==> src/rtl/pipe_pkg.sv <==
// Shared types and constants for pipeline-stage registers.
package pipe_pkg;

  // Decode->execute bundle widths; other stage boundaries override these.
  localparam int DATA_W_DEF = 154;
  localparam int CTRL_W_DEF = 9;

  // Bit positions inside the control field (bit 0 = LSB of the field).
  localparam int CTRL_EXE_CMD_LSB = 0;
  localparam int CTRL_EXE_CMD_W   = 4;
  localparam int CTRL_S_BIT       = 4;
  localparam int CTRL_B_BIT       = 5;
  localparam int CTRL_MEM_W_BIT   = 6;
  localparam int CTRL_MEM_R_BIT   = 7;
  localparam int CTRL_WB_EN_BIT   = 8;

  // EMPTY: nothing held; FULL: main live; SKID: main and skid live.
  typedef enum logic [1:0] {
    EMPTY = 2'd0,
    FULL  = 2'd1,
    SKID  = 2'd2
  } stage_state_e;

endpackage

==> src/rtl/pipe_stage_reg.sv <==
// Pipeline-stage register with valid/ready handshake, two-entry skid
// buffer, registered in_ready and synchronous flush. The control field of
// out_data reads zero whenever the stage is empty, so a consumer that
// ignores out_valid still sees a NOP.
module pipe_stage_reg
  import pipe_pkg::*;
#(
  parameter int DATA_W = DATA_W_DEF,
  parameter int CTRL_W = CTRL_W_DEF
) (
  input  logic              clk,
  input  logic              rst,
  input  logic              flush,
  input  logic              in_valid,
  output logic              in_ready,
  input  logic [DATA_W-1:0] in_data,
  output logic              out_valid,
  input  logic              out_ready,
  output logic [DATA_W-1:0] out_data,
  output logic [1:0]        occupancy
);

  // Ones on every non-control bit; ANDing with it clears the control field.
  localparam logic [DATA_W-1:0] KEEP_MASK = {DATA_W{1'b1}} >> CTRL_W;

  stage_state_e      state;
  stage_state_e      next_state;
  logic [DATA_W-1:0] main_q;
  logic [DATA_W-1:0] skid_q;

  logic acc;
  logic con;
  logic load_main_in;
  logic load_main_skid;
  logic load_skid;
  logic clear_main_ctrl;
  logic clear_skid_ctrl;

  assign acc = in_valid & in_ready;
  assign con = out_valid & out_ready;

  // State register; in_ready is registered from the next state so a
  // downstream stall never reaches upstream combinationally.
  always_ff @(posedge clk or negedge rst) begin
    if (!rst) begin
      state    <= EMPTY;
      in_ready <= 1'b1;
    end else begin
      // NOTE: flops use non-blocking (<=) so every register samples
      // pre-edge values regardless of block ordering.
      state    <= next_state;
      in_ready <= (next_state != SKID);
    end
  end

  // Next-state decision; flush overrides any accept or consume.
  always_comb begin
    // NOTE: assign a default before any branch so no path leaves the
    // variable unassigned, which would infer a latch.
    next_state = state;
    if (flush) begin
      next_state = EMPTY;
    end else begin
      case (state)
        EMPTY: if (acc) next_state = FULL;
        FULL: begin
          if (acc && !con)      next_state = SKID;
          else if (!acc && con) next_state = EMPTY;
        end
        SKID:    if (con) next_state = FULL;
        default: next_state = EMPTY;
      endcase
    end
  end

  // Status outputs and datapath load/clear strobes decoded from state.
  always_comb begin
    out_valid       = (state != EMPTY);
    occupancy       = 2'd0;
    load_main_in    = 1'b0;
    load_main_skid  = 1'b0;
    load_skid       = 1'b0;
    // Entering (or staying in) EMPTY clears main's control field; in
    // EMPTY it is already zero, so re-clearing is harmless.
    clear_main_ctrl = (next_state == EMPTY);
    clear_skid_ctrl = flush;

    case (state)
      FULL:    occupancy = 2'd1;
      SKID:    occupancy = 2'd2;
      default: occupancy = 2'd0;
    endcase

    if (!flush) begin
      case (state)
        EMPTY:   load_main_in   = acc;
        FULL: begin
          load_main_in = acc & con;
          load_skid    = acc & ~con;
        end
        SKID:    load_main_skid = con;
        default: ;
      endcase
    end
  end

  // Main register: drives out_data directly, so no input-to-output path.
  always_ff @(posedge clk or negedge rst) begin
    if (!rst) begin
      // NOTE: the data registers are reset (not left undefined) because
      // out_data must read all-zero after reset, control field included.
      main_q <= '0;
    end else if (clear_main_ctrl) begin
      main_q <= main_q & KEEP_MASK;
    end else if (load_main_in) begin
      main_q <= in_data;
    end else if (load_main_skid) begin
      main_q <= skid_q;
    end
  end

  // Skid register: catches the word issued upstream during a stall.
  always_ff @(posedge clk or negedge rst) begin
    if (!rst) begin
      skid_q <= '0;
    end else if (clear_skid_ctrl) begin
      skid_q <= skid_q & KEEP_MASK;
    end else if (load_skid) begin
      skid_q <= in_data;
    end
  end

  assign out_data = main_q;

endmodule

==> config.mk <==
export PLATFORM = sky130hd
export DESIGN_NAME = pipe_stage_reg
export DESIGN_NICKNAME = d
export VERILOG_FILES = /design/src/rtl/pipe_pkg.sv /design/src/rtl/pipe_stage_reg.sv
export SDC_FILE = /design/constraint.sdc
export NUM_CORES = 1
export LEC_CHECK = 0
export BUFFER_PORTS_ARGS = -buffer_cell sky130_fd_sc_hd__buf_2
export CORE_MARGIN = 2
export CORE_UTILIZATION = 55
export CTS_BUF_LIST = sky130_fd_sc_hd__clkbuf_4 sky130_fd_sc_hd__clkbuf_8
export CTS_CLUSTER_DIAMETER = 150
export CTS_CLUSTER_SIZE = 30
export DETAILED_ROUTE_END_ITERATION = 12
export GPL_ROUTABILITY_DRIVEN = 0
export PLACE_DENSITY = 0.81
export REMOVE_ABC_BUFFERS = 1
export SKIP_LAST_GASP = 1
export SYNTH_ARGS = -nofsm -noshare
export SYNTH_HDL_FRONTEND = slang
export SYNTH_SLANG_ARGS = --single-unit
==> constraint.sdc <==
create_clock -name clk -period 2.4 [get_ports clk]
set_input_delay 0.12 -clock clk [delete_from_list [all_inputs] [get_ports clk]]
set_output_delay 0.12 -clock clk [all_outputs]
set_load 0.005 [all_outputs]
Word-level counts from Yosys, hierarchy flattened
Cells that the tools add are included.

$add $sub $neg: 0. Multipliers: 0. Divide/modulo/power cells: 0. Magnitude comparators: 0. Equal/unequal tests: 3. Shift operators: 0. Multiplexer cells: 18. Bitwise logic cells: 7. Reduce and logical (&&, ||, !) cells: 12.

Operators with widths (number): $mux W154 (5); $mux W2 (5); $pmux W2 S3 (1); $reduce_bool A2 Y1 (3); $mux W1 (5); $and A1 B1 Y1 (4); $logic_not A2 Y1 (2); $pmux W2 S2 (1); $reduce_and A2 Y1 (2); $not A1 Y1 (3); $reduce_bool A3 Y1 (1); $eq A2 B1 Y1 const B (1); $eq A2 B2 Y1 const B (1); $logic_and A1 B1 Y1 (2); $logic_not A1 Y1 (2); $ne A2 B2 Y1 const B (1); $pmux W1 S2 (1).

Register bits after elaboration: 311. Latch bits: 0. RAM bits: 0. Memory bits (read-only): 0. Input port bits: 159. Output and inout bits: 158. Word-level logic and storage cells: 46. Memories kept: 0.

Depth between registers and ports, before layout
Depth after elaboration: 10. Depth in mapped cells: 8. Gate-level depth less buffers: 4.

Least setup slack after synthesis
No wires, ideal clock.

Kind: register -> register. Start point: reg in_ready. End point: reg main_q[100], in the netlist out_data[100]. Setup time: 0.125 ns. Arrival: 2.078 ns. Required time: 2.275 ns. Slack: 0.197 ns. Stages on the path, launching flop included: 8. Buffers on the path: 3. Period minus slack after synthesis: 2.203 ns. Path through: dfstp_2 -> nand2_1 -> or4_4 -> buf_6 -> buf_6 -> buf_6 -> mux2_4 -> mux2_2.

Word-level cells in the longest chain between the ends: 10. Elaborated cells between the ends (all ways): 17. Classes of those cells: mux (8); bitwise (3); reduce/logical (6).

Ends and longest elaborated chain: start, declared (RTL line pipe_stage_reg.sv:15) `output logic in_ready,`; start signal, assigned (RTL line pipe_stage_reg.sv:52) `in_ready <= (next_state != SKID);`; $and A1 B1 Y1 * (RTL line pipe_stage_reg.sv:39) `assign acc = in_valid & in_ready;`; $logic_not A1 Y1 (RTL line pipe_stage_reg.sv:68) `else if (!acc && con) next_state = EMPTY;`; $logic_and A1 B1 Y1 (RTL line pipe_stage_reg.sv:68); $mux W2 (RTL line pipe_stage_reg.sv:68); $mux W2 (RTL line pipe_stage_reg.sv:67) `if (acc && !con) next_state = SKID;`; $pmux W2 S3 (RTL line pipe_stage_reg.sv:64) `case (state)`; $mux W2 (RTL line pipe_stage_reg.sv:61) `if (flush) begin`; $logic_not A2 Y1 (RTL line pipe_stage_reg.sv:85) `clear_main_ctrl = (next_state == EMPTY);`; $not A1 Y1 (no source line); $reduce_and A2 Y1 (no source line); end signal, assigned (RTL line pipe_stage_reg.sv:114) `main_q <= main_q & KEEP_MASK;`; end signal, assigned (RTL line pipe_stage_reg.sv:116) `main_q <= in_data;`; end signal, assigned (RTL line pipe_stage_reg.sv:118) `main_q <= skid_q;`; end, declared (RTL line pipe_stage_reg.sv:28) `logic [DATA_W-1:0] main_q;`.

Mark *: on every way between the ends. The rest lies on a longest branch, timed or not. A chain may end at the register's enable or synchronous reset.

Worst setup path after layout
Start point: reg state[1]. End point: reg skid_q[77].

Word-level cells in the longest chain between the ends: 7. Elaborated cells between the ends (all ways): 8. Classes of those cells: eq/ne (1); mux (2); bitwise (3); reduce/logical (2).

Ends and longest elaborated chain: start, declared (RTL line pipe_stage_reg.sv:26) `stage_state_e state;`; start signal, assigned (RTL line pipe_stage_reg.sv:51) `state <= next_state;`; $reduce_bool A2 Y1 (RTL line pipe_stage_reg.sv:78) `out_valid = (state != EMPTY);`; $and A1 B1 Y1 (RTL line pipe_stage_reg.sv:40) `assign con = out_valid & out_ready;`; $not A1 Y1 (RTL line pipe_stage_reg.sv:99) `load_skid = acc & ~con;`; $and A1 B1 Y1 (RTL line pipe_stage_reg.sv:99); $mux W1 * (RTL line pipe_stage_reg.sv:95) `case (state)`; $mux W1 * (RTL line pipe_stage_reg.sv:94) `if (!flush) begin`; $reduce_and A2 Y1 (no source line) *; end signal, assigned (RTL line pipe_stage_reg.sv:127) `skid_q <= skid_q & KEEP_MASK;`; end signal, assigned (RTL line pipe_stage_reg.sv:129) `skid_q <= in_data;`; end, declared (RTL line pipe_stage_reg.sv:29) `logic [DATA_W-1:0] skid_q;`.

Marked as above.

==> summary.txt <==
Floorplanning
  – Site Rows: 57
  – Core box area: 24200 sq um
  – IO Count: 317
  – Initial Utilization: 0.559
  – Die W: 161 microns
  – Die area: 25900 sq um
  – Die Y: 161 microns

Timing
  – Clk_skew: 0.0378 ns
  – Worst setup margin: 0.158 ns
  – Crit share post-route: 0.934
  – Slew margin rel.: 0.546
  – Least-Margin Pin Slew: 0.678 ns
  – Final TNS setup: 0 ns
  – Final worst path period need: 2.24 ns
  – Max Transition Viols Final: 0
  – RSZ-0062 raised after global routing: no
  – Final Setup Violations: 0
  – Peak Freq: 446 MHz
  – Final hold vios: 0

Cells and area
  – Area growth syn-to-layout: 28.8%
  – Share of cells above drive strength 1: 0.606
  – Fillers: 1553
  – Nets@finish: 1480
  – Finished Layout Cells: 1649

GRT
  – Vias in the first global route: 9483
  – First-pass GRT wire length: 49900 microns
  – Antenna violations before repair: 1
  – Largest net degree at the start of global routing: 72
  – Grt ovf: 0
  – GRT Overall Usage: 0.238

Clocking
  – Worst skew pair latency: 0.54 ns
  – CTS tree: done
  – CTS-repair resized insts: 0
  – Clock slew at reported path FFs: 0.17 ns
  – Root buffer cell: clkbuf_8
  – CTS max path bufs: 3
  – H-tree depth: 1
  – Inserted Clock Buffers: 14
  – Post CTS Setup Buffer Count: 0
  – CTS Sinks: 311

Power
  – Power, Total: 15.0 mW
  – Worst vdd ir: 0.732 mV
  – Pwr dens: 856 nW/um^2
  – Leakage power: 8.46 nW

Logic synthesis
  – Top-area cell type share of the netlist area: 0.572
  – Synth Cell Area: 13600 sq um
  – Sequential share of the synthesized area: 0.574
  – Distinct cells, synth: 26
  – Synth Area per Inst: 15.8 sq um
  – Synth area leaders: dfrtp_1 57%, mux2_2 32%, mux2_4 5.6%, buf_2 1.2%, mux2i_1 0.74%
  – Number of synthesized register bits: 311
  – Ys Warns: 0
  – Synth area leader: dfrtp_1
  – Mapped Cells: 859

Worst setup path
  – Crit Reg-Reg Endpoint: skid_q[77]$_DFFE_PN0P_
  – R2R Path Start: state[1]$_DFF_PN0_
  – Worst EP required: 2.80 ns
  – Startpoint Class: flip-flop
  – Setup crit end kind: flip-flop
  – Flop2flop setup slack: 0.16 ns
  – Critical Path AT: 2.65 ns
  – Critical Path Fanout Max: 23
  – Worst-case reg-to-reg path depth: 5
  – Critical path class: reg2reg

Place
  – DP Cell Count: 1472
  – Pre-CTS WS: 0.234 ns
  – HPWL Detailed: 19500 microns
  – Port Buf Inserts: 316

Min path
  – HP Class: in2async

Status
  – Status: completed

Routing
  – DR vias/cell: 5.34
  – Initial DRC count: 471
  – DRC viols: 0
  – Vias: 8809
  – TritonRoute pass-1 iters: 6
  – Final WL: 31200 microns
  – Final ANT Viol Nets: 0
  – Drt wl/cell: 18.9 microns

Flow run
  – Maximum Capacitance Violations: 0
## cell usage after synthesis
| cell | instances |
|---|---|
| nand2_1 | 12 |
| or4_4 | 1 |
| nor2b_1 | 2 |
| a22o_1 | 9 |
| buf_6 | 8 |
| mux2_2 | 384 |
| o22a_1 | 1 |
| inv_1 | 2 |
| mux2i_1 | 10 |
| nor3_1 | 2 |
| dfrtp_1 | 310 |
| a21oi_1 | 1 |
| mux2_4 | 51 |
| or2_2 | 1 |
| nand2b_1 | 1 |
| buf_1 | 8 |
| o21ai_0 | 9 |
| a21o_1 | 1 |
| or3_1 | 1 |
| o21a_1 | 1 |
| dfstp_2 | 1 |
| nor2_1 | 3 |
| xnor2_1 | 1 |
| buf_2 | 32 |
| clkbuf_1 | 6 |
| nor4_1 | 1 |
## power by group
| group | switching [mW] | leakage, nW | internal [mW] |
|---|---|---|---|
| Clock | 1.57 | 0.131 | 0.648 |
| Combinational | 1.76 | 4.48 | 3.05 |
| Sequential | 0.921 | 3.84 | 7.01 |
| Total | 4.25 | 8.46 | 10.7 |
## repair_timing
action	in CTS	in global routing
hold buffers	157	0
hold endpoints to repair	621	0
endpoints found under the setup margin	0	0
## state kept, by name, indices dropped and copies added, names as in the netlist
name      count
out_data    154
skid_q      154
state         2
in_ready      1
## cell families after synthesis
kind of cell | count (synthesis) | synth area share
simple gates | 24 | 0.00849
compound gates | 22 | 0.0113
buf+inv | 56 | 0.0229
xor+xnor | 1 | 0.000646
flops | 311 | 0.574
mux | 445 | 0.383
## how the worst max path moves through the flow
| stage | end | startpoint | cells past startpoint |
|---|---|---|---|
| finish | skid_q[77]$_DFFE_PN0P_ | state[1]$_DFF_PN0_ | 5 |
| global route | skid_q[108]$_DFFE_PN0P_ | state[1]$_DFF_PN0_ | 5 |
| CTS | out_data[77]$_DFFE_PN0P_ | in_ready$_DFF_PN1_ | 6 |
| detailed placement | out_data[131]$_DFFE_PN0P_ | in_ready$_DFF_PN1_ | 6 |
| floorplan | skid_q[0]$_DFFE_PN0P_ | in_ready$_DFF_PN1_ | 3 |
| global placement | out_data[35]$_DFFE_PN0P_ | in_ready$_DFF_PN1_ | 6 |
## cells in the final DEF (no fill, tap or decap)
cell type / synthesis / final
mux2_2: 384 / 384
buf_2: 32 / 315
dfrtp_1: 310 / 310
dlygate4sd3_1: 0 / 157
mux2_4: 51 / 51
clkbuf_8: 0 / 15
buf_12: 0 / 14
buf_4: 0 / 13
nand2_1: 12 / 12
mux2i_1: 10 / 10
o21ai_0: 9 / 9
a22o_1: 9 / 9
nor2_1: 3 / 3
clkbuf_4: 0 / 3
inv_1: 2 / 2
nor2b_1: 2 / 2
nor3_1: 2 / 2
diode_2: 0 / 1
nand2b_1: 1 / 1
o21a_1: 1 / 1
o22a_1: 1 / 1
nor4_2: 0 / 1
a21oi_1: 1 / 1
or2_2: 1 / 1
or4_4: 1 / 1
or3_1: 1 / 1
a21o_4: 0 / 1
xnor2_1: 1 / 1
inv_16: 0 / 1
dfstp_2: 1 / 1
buf_8: 0 / 1
## metal layers
layer / share of wire / vias to the layer above / GRT usage
met3: 0.055 / 59 / 0.0437
met4: 0.026 / 0 / 0.0657
met1: 0.41 / 4520 / 0.302
met5: 0 / - / 0
li1: - / 3984 / -
met2: 0.51 / 246 / 0.422
## area by class of cell
| type | instances | area, sq um | share of cell area |
|---|---|---|---|
| Clock inverter | 1 | 20.0 | 0.00115 |
| Timing Repair Buffer | 500 | 3540 | 0.203 |
| Clock buffer | 18 | 229 | 0.0131 |
| Inverter | 2 | 7.51 | 0.000430 |
| Multi-Input combinational cell | 492 | 5480 | 0.314 |
| Tap cell | 324 | 405 | 0.0232 |
| Sequential cell | 311 | 7780 | 0.446 |
| Antenna cell | 1 | 2.50 | 0.000143 |
## worst max-delay path, cell delays in order, from the launching register on
cell and delay, ns:
dfrtp_1 0.51, nand2b_1 0.24, nor4_2 0.47, buf_4 0.30, buf_12 0.21, mux2_2 0.36
## metrics by stage
stage / util / hold WS, ns / cell area, sq um
floorplan: - / -0.176 / 13300
global placement: 0.645 / 0.102 / 15600
detailed placement: 0.645 / 0.107 / 15600
CTS: 0.720 / 0.0795 / 17500
global route: 0.720 / 0.0906 / 17500
finish: 0.720 / 0.0765 / 17500
No activity file was read; power rests on OpenSTA's default activity.
